`src/rtl/des_pkg.sv`:
```
// DES S-box constants and lookup helper.
// Shared by the lane and bank modules.
package des_pkg;

  localparam int LANES_1 = 1;
  localparam int LANES_2 = 2;
  localparam int LANES_4 = 4;
  localparam int LANES_8 = 8;
  localparam int NBOX    = 8;

  typedef enum logic [1:0] {
    ST_IDLE,
    ST_BUSY,
    ST_DONE
  } state_e;

  // Box-major, then row-major: entry [box][row*16+col], col 0 leftmost.
  localparam logic [0:7][0:63][3:0] SBOX = {
    256'hE4D12FB83A6C5907_0F74E2D1A6CB9538_41E8D62BFC973A50_FC8249175B3EA06D,
    256'hF18E6B34972DC05A_3D47F28EC01A69B5_0E7BA4D158C6932F_D8A13F42B67C05E9,
    256'hA09E63F51DC7B428_D709346A285ECBF1_D6498F30B12C5AE7_1AD069874FE3B52C,
    256'h7DE3069A1285BC4F_D8B56F03472C1AE9_A690CB7DF13E5284_3F06A1D8945BC72E,
    256'h2C417AB6853FD0E9_EB2C47D150FA3986_421BAD78F9C5630E_B8C71E2D6F09A453,
    256'hC1AF92680D34E75B_AF427C9561DE0B38_9EF528C3704A1DB6_432C95FABE17608D,
    256'h4B2EF08D3C975A61_D0B7491AE35C2F86_14BDC37EAF680592_6BD814A7950FE23C,
    256'hD2846FB1A93E50C7_1FD8A374C56B0E92_7B419CE206ADF358_21E74A8DFC90356B
  };

  // Row is the outer bit pair, column the inner four.
  function automatic logic [3:0] sbox_lookup(
    input logic [2:0] idx,
    input logic [5:0] six
  );
    return SBOX[idx][{six[5], six[0], six[4:1]}];
  endfunction

endpackage

```
`src/rtl/des_sbox_lane.sv`:
```
// One combinational S-box lane.
// Box index selects which of S1..S8 is applied.
module des_sbox_lane
  import des_pkg::*;
(
  input  logic [2:0] box_idx,
  input  logic [5:0] six,
  output logic [3:0] nib
);

  assign nib = sbox_lookup(box_idx, six);

endmodule

```
`src/rtl/des_sbox_bank.sv`:
```
// DES S1..S8 substitution bank with valid/ready on both sides.
// LANES boxes are evaluated per cycle over 8/LANES cycles.
module des_sbox_bank
  import des_pkg::*;
#(
  parameter int LANES = 8
) (
  input  logic        clk,
  input  logic        rst_n,
  input  logic        in_valid,
  output logic        in_ready,
  input  logic [47:0] in_data,
  output logic        out_valid,
  input  logic        out_ready,
  output logic [31:0] out_data
);

  localparam int NCYC = NBOX / LANES;
  localparam int CW = (NCYC > 1) ? $clog2(NCYC) : 1;
  localparam logic [CW-1:0] LAST = CW'(NCYC - 1);

  if (!(LANES == LANES_1 || LANES == LANES_2 ||
        LANES == LANES_4 || LANES == LANES_8)) begin : g_bad_lanes
    $error("des_sbox_bank: LANES must be 1, 2, 4 or 8");
  end

  state_e        state_q, state_d;
  logic [CW-1:0] cnt_q, cnt_d;
  logic [47:0]   data_q, data_d;
  logic [31:0]   res_q, res_d;
  logic          vld_q, vld_d;
  logic          accept;

  logic [2:0] box_idx [LANES];
  logic [5:0] six     [LANES];
  logic [3:0] nib     [LANES];

  // Pick this cycle's groups out of the captured block by counter.
  always_comb begin
    for (int l = 0; l < LANES; l++) begin
      box_idx[l] = 3'((int'(cnt_q) * LANES) + l);
      six[l] = data_q[47 - 6 * int'(box_idx[l]) -: 6];
    end
  end

  for (genvar l = 0; l < LANES; l++) begin : g_lane
    des_sbox_lane u_lane (
      .box_idx (box_idx[l]),
      .six     (six[l]),
      .nib     (nib[l])
    );
  end

  assign in_ready = rst_n &&
                    ((state_q == ST_IDLE) ||
                     (state_q == ST_DONE && out_ready));
  assign accept    = in_valid && in_ready;
  assign out_valid = vld_q;
  assign out_data  = res_q;

  // Next-state, counter, capture and result-merge logic.
  always_comb begin
    state_d = state_q;
    cnt_d   = cnt_q;
    data_d  = data_q;
    res_d   = res_q;
    vld_d   = vld_q;
    unique case (state_q)
      ST_IDLE: begin
        if (accept) begin
          data_d  = in_data;
          cnt_d   = '0;
          state_d = ST_BUSY;
        end
      end
      ST_BUSY: begin
        for (int l = 0; l < LANES; l++) begin
          res_d[31 - 4 * int'(box_idx[l]) -: 4] = nib[l];
        end
        if (cnt_q == LAST) begin
          cnt_d   = '0;
          vld_d   = 1'b1;
          state_d = ST_DONE;
        end else begin
          cnt_d = cnt_q + CW'(1);
        end
      end
      ST_DONE: begin
        if (out_ready) begin
          vld_d   = 1'b0;
          state_d = ST_IDLE;
          if (accept) begin
            data_d  = in_data;
            cnt_d   = '0;
            state_d = ST_BUSY;
          end
        end
      end
      default: state_d = ST_IDLE;
    endcase
  end

  // State registers with synchronous active-low reset.
  always_ff @(posedge clk) begin
    if (!rst_n) begin
      state_q <= ST_IDLE;
      cnt_q   <= '0;
      data_q  <= '0;
      res_q   <= '0;
      vld_q   <= 1'b0;
    end else begin
      state_q <= state_d;
      cnt_q   <= cnt_d;
      data_q  <= data_d;
      res_q   <= res_d;
      vld_q   <= vld_d;
    end
  end

endmodule

```
`config.mk`:
```
export PLATFORM = sky130hd
export DESIGN_NAME = des_sbox_bank
export DESIGN_NICKNAME = d
export VERILOG_FILES = /design/src/rtl/des_pkg.sv /design/src/rtl/des_sbox_lane.sv /design/src/rtl/des_sbox_bank.sv
export SDC_FILE = /design/constraint.sdc
export NUM_CORES = 1
export LEC_CHECK = 0
export ABC_AREA = 1
export CORE_MARGIN = 10
export CORE_UTILIZATION = 40
export DETAILED_ROUTE_END_ITERATION = 12
export PLACE_DENSITY = 0.65
export SLEW_MARGIN = 20
export SYNTH_ARGS = -nofsm -noshare
export SYNTH_HDL_FRONTEND = slang
export SYNTH_SLANG_ARGS = --single-unit
```
`constraint.sdc`:
```
create_clock -name clk -period 3 [get_ports clk]
set_clock_uncertainty 0.05 [all_clocks]
set_input_delay 0.9 -clock clk [delete_from_list [all_inputs] [get_ports clk]]
set_output_delay 0.9 -clock clk [all_outputs]
set_load 0.05 [all_outputs]
```
==> run metrics <==
CTS Buf Count 9; PortBufs between 80 and 90; Placed Cells approximately 1400; cells after synthesis 1149; Mapped Area ~6900 µm²; Cell Rows 48; WL final 19.92 mm; Yosys top cell by area dfxtp_1; final setup vio count 0; outcome complete, no violations; drt drc 0; final clock period utilization by the worst path 92.80%; final hold vios 0; WL per Instance roughly 14 µm; RSZ-0062 raised after global routing false; top cell type's share of synthesized area 23.96%; first-pass GRT wire length 33.43 mm; CP Class in -> out; synthesis-stage register bit count 83; mean area per synthesized cell between 6 and 7 µm²; Yosys warnings 0; largest net degree at the start of global routing 98; CP max FO 3; max_cap viols 0; DR pass1 iterations 5; hold_buf cts 0; worst path required time just over 2 ns; Power Density roughly 450 nW/µm²; initial drt markers approximately 420; H-tree Lvls 3; Syn-to-layout area delta 17.28%; Final #Nets roughly 1300; Root Driver clkbuf_16; CTS tree yes; Die H 151.7 µm; total track usage ~17%; Die Span X between 150 and 200 µm; Pleak approximately 3.7 nW; min cycle time layout ~2.8 ns; vias in the first global route between 6000 and 7000; Seq/Total Area, Yosys 23.96%; Mapped Nets between 1000 and 1500; VDD IR-drop max around 0.27 mV; worst min path class reg -> reg; clock sinks 83; grt ovf 0; worst skew pair latency ~0.34 ns; die area around 23000 µm²; worst slew pin tran ~0.58 ns; antenna fix cells 0; CTS Buffer Depth 2; Critical Path AT about 1.8 ns; via count roughly 7600; initial core utilization roughly two fifths; Synth area leaders dfxtp_1 24%, nand2_1 17%, nand3_1 17%; max-slew violation count 0; share of layout cells above drive strength 1 3.015%; quantity of gates resized following cts 0; Max-slew headroom between 60 and 70%; Final Instance Count excl. Fillers 1419; Worst setup EP type output pin; DR vias/cell 5.362; initial antenna violation count 0; number of I/O pins 86; worst hold slack 0.4239 ns; Setup TNS Final 0 ns; Setup crit start kind input port; Setup Buffers After CTS 0; Final ANT Viol Nets 0; post-synth cell types 24; clock slew at reported path FFs 0.06 ns; routability congestion estimate from global placement approximately 0.95; dpl hpwl roughly 14 mm; core area between 15000 and 20000 µm²; f_max around 360 MHz
==> worst max-delay path, cell delays in order <==
cell,delay [ns]
clkdlybuf4s50_1,0.49
o21ai_1,0.19
inv_2,0.10
buf_12,0.16
==> metal layers <==
layer / up-vias / share of wire [%] / GRT usage [%]
li1: 3894 / - / -
met4: 0 / 1.9 / 5.386
met2: 247 / 46 / 27.76
met3: 32 / 5.5 / 2.317
met5: - / 0 / 0
met1: 3435 / 47 / 23.45
==> power breakdown <==
group	internal [mW]	switching, mW
Combinational	0.438	0.735
Clock	0.685	0.458
Sequential	1.19	0.147
==> sequential cells by signal (all words and copies together) (netlist names) <==
| signal | count |
|---|---|
| state_q | 2 |
| out_data | 32 |
| data_q | 48 |
| out_valid | 1 |
==> Yosys cell counts (all sizes together) <==
cell type and number:
buf 39, nand2 313, a31oi 1, a21oi 98, o211ai 14, xor2 2, nand3b 1, ha 62
o21ai 111, nor2 61, nand3 234, dfxtp 83, or2 7, inv 97, clkbuf 21, clkinv 3
nand4 2
==> final timing paths <==
| kind | start | to | slack [ns] | depth (start not counted) |
|---|---|---|---|---|
| worst max-delay path | out_ready | in_ready | 0.22 | 4 |
| worst min-delay path | out_data[7] | out_data[7] | 0.42 | 2 |
| worst max register to register | data_q[19] | out_data[13] | 0.92 | 11 |
| worst min register to register | out_data[7] | out_data[7] | 0.42 | 2 |
==> logic make-up (layout without fill, tap and decap cells) <==
group	count (synthesis)	in the layout	share of synthesized area [%]
and+or+nand+nor	618	618	38.19
AOI/OAI and AO/OA	224	224	16.69
buffers and inverters	160	205	9.724
DFF	83	83	23.96
adders and majority gates	62	62	11.19
xor gates and xnor gates	2	2	0.2526
==> per-stage QoR <==
stage | worst slack, ns | power, mW | utilization [%] | cell area (µm²)
floorplan | 0.7532 | 2.193 | - | 6935
global placement | 0.1924 | 2.517 | 45.75 | 7831
detailed placement | 0.2174 | 2.520 | 45.75 | 7831
CTS | 0.2106 | 3.680 | 47.52 | 8134
global route | 0.1766 | 3.900 | 47.52 | 8134
finish | 0.2160 | 3.649 | 47.52 | 8134
==> cell usage in the layout (no fill, tap or decap), types with 2 or more instances in the layout <==
cell and n:
buf_12 2, clkbuf_8 2, clkinvlp_4 2, nand4_1 2, ha_1 62, dfxtp_1 83
or2_2 7, inv_1 93, xor2_1 2, o21ai_0 108, o211ai_1 14, o21ai_1 3
nor2_1 59, clkinv_1 3, clkbuf_16 9, nand2_1 312, a21oi_1 98, nand3_1 234
clkdlybuf4s50_1 83, inv_2 4, buf_4 4
==> final cells by class <==
type,count,area (µm²)
repair buffers,90,905.9
clock buffers,11,252.7
flip-flops and latches,83,1662
well taps,225,281.5
clock inverters,4,50.05
fillers,1825,8982
multi-input cells,906,4607
inverters,100,375.4
No activity file was read; power rests on OpenSTA's default activity.
==> variant 1 (same flow settings) <==
The parameter `LANES` goes from 8 to 4. Comments in the files are not updated.
--- a/src/rtl/des_sbox_bank.sv
+++ b/src/rtl/des_sbox_bank.sv
@@ -4,5 +4,5 @@
   import des_pkg::*;
 #(
-  parameter int LANES = 8
+  parameter int LANES = 4
 ) (
   input  logic        clk,
Function: not settled (the Yosys comparison gave no result); the edit may change what the design does.
==> variant 1 against the unedited design <==
- total power grew 12%
- final area grew 1.1%
- final cell count increased by 2.9%
- sequential cell count increased by 1
- first-iteration DRC count grew to 2.8 times the old value
- worst hold slack got worse by 0.025 ns
- sequential share of layout area about the same
- clock power grew 8%
- critical path depth stayed put
- wire length grew 15%
- non-clock buffer count up 19
- synthesized area about the same
- setup slack got worse by 0.16 ns
- critical path type unchanged
- largest cell class unchanged
- largest power group is now combinational logic
- highest routed layer unchanged
==> variant 1: results (changes against the unedited design) <==
- Status: finished, final reports clean (unchanged)
- Clk buf depth: 2 (unchanged)
- IO buf count: 85 (unchanged)
- Max rail drop VDD: 0.362 mV (was 0.275 mV)
- Post-CTS Setup Inserts: 0 (unchanged)
- Routability cong.: 1.02 (was 0.948)
- Met3 Resource Use GR: 0.0383 (was 0.0232)
- Post-synthesis xor/xnor area fraction: 0 (was 0.00253)
- Met1 GRT Util: 0.276 (was 0.234)
- Clock Pin Slew Worst Setup and Hold Paths: 0.07 ns
- Worst path arrival time: 1.99 ns (was 1.83 ns)
- Min-delay worst type: flop to flop (unchanged)
- Complex-gate fraction of the synthesized area: 0.138 (was 0.167)
- GRT Total Usage: 0.195 (was 0.173)
- Via density: 5.46 (was 5.36)
- FFs w/ async S/R, synth: 0 (unchanged)
- # H-tree levels: 3 (unchanged)
- HPWL Detailed: 16800 µm (was 14100 µm)
- Initial antenna violation count: 0 (unchanged)
- Ant. Diodes: 0 (unchanged)
- Leak: 3.84 nW (was 3.67 nW)
- Clock Root Buffer: clkbuf_16 (unchanged)
- Placed cell areas: 7910 µm² (was 7830 µm²)
- Max reg flops: 48 (unchanged)
- Layout cell share with drive strength beyond 1: 0.0939 (was 0.0302)
- Register area share after synthesis: 0.243 (was 0.240)
- Pin count of the biggest net entering global routing: 52 (was 98)
- Worst skew pair latency: 0.35 ns
- Number of CTS-inserted buffers: 9 (unchanged)
- Post-synth top cells: nand2_1 (379), nand3_1 (295), dfxtp_1 (84) (was nand2_1 (312), nand3_1 (234), o21ai_0 (108))
- CP max FO: 2 (was 3)
- Hold Buf Count CTS: 0 (unchanged)
- First-pass GRT wire length: 36800 µm (was 33400 µm)
- Nets: 1296 (was 1304)
- First-pass iteration count of the detailed router: 6 (was 5)
- Fill count: 1820 (was 1825)
- Post-synthesis mux area share: 0 (unchanged)
- Adder-Cell Fraction of Synth Area: 0.0235 (was 0.112)
- Slew at the pin closest to its max-slew limit: 0.624 ns (was 0.575 ns)
- Synthesized netlist net count: 1238 (was 1263)
- Synth Warn #: 0 (unchanged)
- Net Sw Power: 1.61 mW (was 1.34 mW)
- Ranking of synthesized cells by area: dfxtp_1 (24%), nand3_1 (21%), nand2_1 (21%) (was dfxtp_1 (24%), nand2_1 (17%), nand3_1 (17%))
- Initial DRC Count: 1158 (was 419)
- Met2 Use GR: 0.295 (was 0.278)
- Vias in the first global route: 7064 (was 6823)
- Yosys cell types: 31 (was 24)
- Average wire per standard cell: 15.6 µm (was 14.0 µm)
- Most flops, register: data_q (unchanged)
- CTS resizes: 0 (unchanged)
variant 1: cell types whose count changed after synthesis, sizes merged, moves of 15 or more:
| cell | delta |
|---|---|
| nand2 | +109 |
| o21ai | -36 |
| nand3 | +64 |
| a21oi | -15 |
| ha | -49 |
| nor2 | -37 |
variant 1: per-stage QoR:
stage | power, mW | std cells | hold slack [ns] | setup slack, ns
global route | 4.34 | 1460 | 0.415 | 0.00777
finish | 4.08 | 1460 | 0.399 | 0.0577
CTS | 4.08 | 1460 | 0.404 | 0.0559
floorplan | 2.43 | 1173 | 0.379 | 0.0111
global placement | 2.86 | 1445 | 0.389 | 0.0845
detailed placement | 2.85 | 1445 | 0.389 | 0.0548
variant 1: per-layer routing:
layer  routed length, µm  vias up
li1                    -     4015
met1               10500     3546
met2                9960      379
met3                2040       26
met4                 330        0
met5                   0        -
variant 1: path summary, 6_finish.rpt:
path	start	endpoint	slack, ns	cells past startpoint
setup / recovery	out_ready	in_ready	0.06	4
hold / removal	out_data[9]	out_data[9]	0.40	2
setup reg to reg	cnt_q	out_data[13]	0.45	13
hold reg to reg	out_data[9]	out_data[9]	0.40	2
variant 1: layout make-up:
type | count | area (µm²) | share of cell area
clock inverter | 5 | 85.1 | 0.0103
inverter | 90 | 340 | 0.0414
clock buffer | 10 | 229 | 0.0278
timing repair buffer | 109 | 1070 | 0.131
tap | 225 | 282 | 0.0342
multi-input combinational | 937 | 4530 | 0.551
sequential | 84 | 1680 | 0.205
variant 1: power groups by stage:
stage | Clock (mW) | Sequential, mW | Combinational, mW
CTS | 1.25 | 1.23 | 1.59
floorplan | 0 | 1.32 | 1.11
detailed placement | 0 | 1.26 | 1.59
finish | 1.23 | 1.23 | 1.62
global placement | 0 | 1.26 | 1.60
global route | 1.29 | 1.24 | 1.81
variant 1: cell families (layout without fill, tap and decap cells):
family | Yosys count | count (layout)
AO/OA/AOI/OAI | 172 | 172
adder cells (fa/ha/maj) | 13 | 13
buffers and inverters | 152 | 214
flip-flops | 84 | 84
AND/OR/NAND/NOR | 752 | 752
variant 1: critical path: stages:
cell and delay, ns:
clkdlybuf4s50_1 0.42, nor3_1 0.38, nor3_4 0.11, buf_12 0.17
==> variant 2 (same settings) <==
Made on the original files. Take the reset off `res_q` and load it in a clocked block of its own.
--- a/src/rtl/des_sbox_bank.sv
+++ b/src/rtl/des_sbox_bank.sv
@@ -107,5 +107,4 @@
       cnt_q   <= '0;
       data_q  <= '0;
-      res_q   <= '0;
       vld_q   <= 1'b0;
     end else begin
@@ -113,9 +112,12 @@
       cnt_q   <= cnt_d;
       data_q  <= data_d;
-      res_q   <= res_d;
       vld_q   <= vld_d;
     end
   end
 
+  always_ff @(posedge clk) begin
+    res_q <= res_d;
+  end
+
 endmodule
 
Function: not settled (the Yosys comparison gave no result); the edit may change what the design does.
==> variant 2 against the unedited design <==
- non-clock buffer count rose by 3
- synthesized area rose by 3.9%
- largest cell class unchanged
- first-iteration DRC count rose by 3.6%
- setup slack got worse by 0.0057 ns
- wire length fell by 7.1%
- final area rose by 4.1%
- critical path type unchanged
- critical path depth rose by 2
- clock power rose by 6%
- sequential cell count did not move
- synthesized cell count rose by 2.5%
- total power fell by 6.1%
- count of clock-buffer cells in the layout rose by 2
==> variant 2: results (changes against the unedited design) <==
- Register area share after synthesis: 0.275 (was 0.240)
- CP max FO: 2 (was 3)
- CP startpoint: rst_n (was out_ready)
- Seq. cell area: 1980 µm² (was 1660 µm²)
- First-pass GRT wire length: 31900 µm (was 33400 µm)
- Yosys cell types: 26 (was 24)
- Status: finished, final reports clean (unchanged)
- Reg-to-reg endpoint: out_data[27] (was out_data[13])
- Average wire per standard cell: 12.7 µm (was 14.0 µm)
- Complex-gate fraction of the synthesized area: 0.0705 (was 0.167)
- Routability cong.: 0.927 (was 0.948)
- Ranking of synthesized cells by area: nand2_1 (27%), nand3_1 (16%), dfxtp_1 (14%) (was dfxtp_1 (24%), nand2_1 (17%), nand3_1 (17%))
- Post-synth top cells: nand2_1 (518), nand3_1 (231), inv_1 (91) (was nand2_1 (312), nand3_1 (234), o21ai_0 (108))
- Adder-Cell Fraction of Synth Area: 0.108 (was 0.112)
- Fill count: 1858 (was 1825)
- Leak: 3.88 nW (was 3.67 nW)
- Vias in the first global route: 6652 (was 6823)
- HPWL Detailed: 13400 µm (was 14100 µm)
- Nets: 1340 (was 1304)
- Pin count of the biggest net entering global routing: 50 (was 98)
- Worst path arrival time: 1.84 ns
- Slew at the pin closest to its max-slew limit: 0.643 ns (was 0.575 ns)
- GRT Total Usage: 0.154 (was 0.173)
- Max rail drop VDD: 0.291 mV (was 0.275 mV)
- Layout cell share with drive strength beyond 1: 0.0398 (was 0.0302)
- Initial DRC Count: 434 (was 419)
==> variant 2: worst max-delay path, stage by stage <==
cell and delay (ns):
clkdlybuf4s50_1 0.49, inv_2 0.05, nor2_2 0.09, nand2_1 0.07, inv_2 0.06, buf_4 0.19
==> variant 2: how the worst min path moves through the flow <==
| stage | to | cells past startpoint | startpoint | slack [ns] |
|---|---|---|---|---|
| 6_report | state_q[1] | 2 | state_q[1] | 0.45 |
| 5_1_grt | state_q[1] | 2 | state_q[1] | 0.48 |
| 4_1_cts | state_q[1] | 2 | state_q[1] | 0.46 |
| 3_5_place_dp | state_q[1] | 2 | state_q[1] | 0.45 |
| 3_3_place_gp | state_q[1] | 2 | state_q[1] | 0.45 |
| 2_1_floorplan | state_q[1] | 2 | state_q[1] | 0.42 |
==> variant 2: kinds of logic (layout without fill, tap and decap cells) <==
logic type | after synthesis | in the layout
AND/OR/NAND/NOR | 782 | 782
buffers and inverters | 157 | 210
AO/OA/AOI/OAI | 93 | 93
flip-flops | 83 | 83
adder cells (fa/ha/maj) | 62 | 62
XOR/XNOR | 1 | 1
==> variant 2: power breakdown <==
part	switching, mW	internal [mW]
clock	0.468	0.747
combinational	0.539	0.329
sequential	0.0908	1.25
==> variant 2: layout make-up <==
| type | instances | share of cell area |
|---|---|---|
| inverter | 101 | 0.0448 |
| tap | 229 | 0.0338 |
| sequential | 83 | 0.234 |
| clock inverter | 3 | 0.00488 |
| multi-input combinational | 938 | 0.539 |
| timing repair buffer | 93 | 0.110 |
| clock buffer | 13 | 0.0334 |
==> variant 2: metrics by stage <==
step | cells | util | worst slack, ns | hold WS [ns] | cell area [µm²]
floorplan | 1178 | - | 0.777 | 0.424 | 7210
global placement | 1444 | 0.456 | 0.213 | 0.449 | 8140
detailed placement | 1444 | 0.456 | 0.208 | 0.447 | 8140
CTS | 1460 | 0.475 | 0.206 | 0.457 | 8470
global route | 1460 | 0.475 | 0.141 | 0.482 | 8470
finish | 1460 | 0.475 | 0.210 | 0.452 | 8470
==> variant 2: metal layers <==
layer  wire, µm  vias to the layer above  track usage
li1           -                     3883            -
met1       9020                     3242        0.211
met2       8150                      227        0.239
met3       1220                        9       0.0397
met4        119                        0       0.0292
met5          0                        -            0
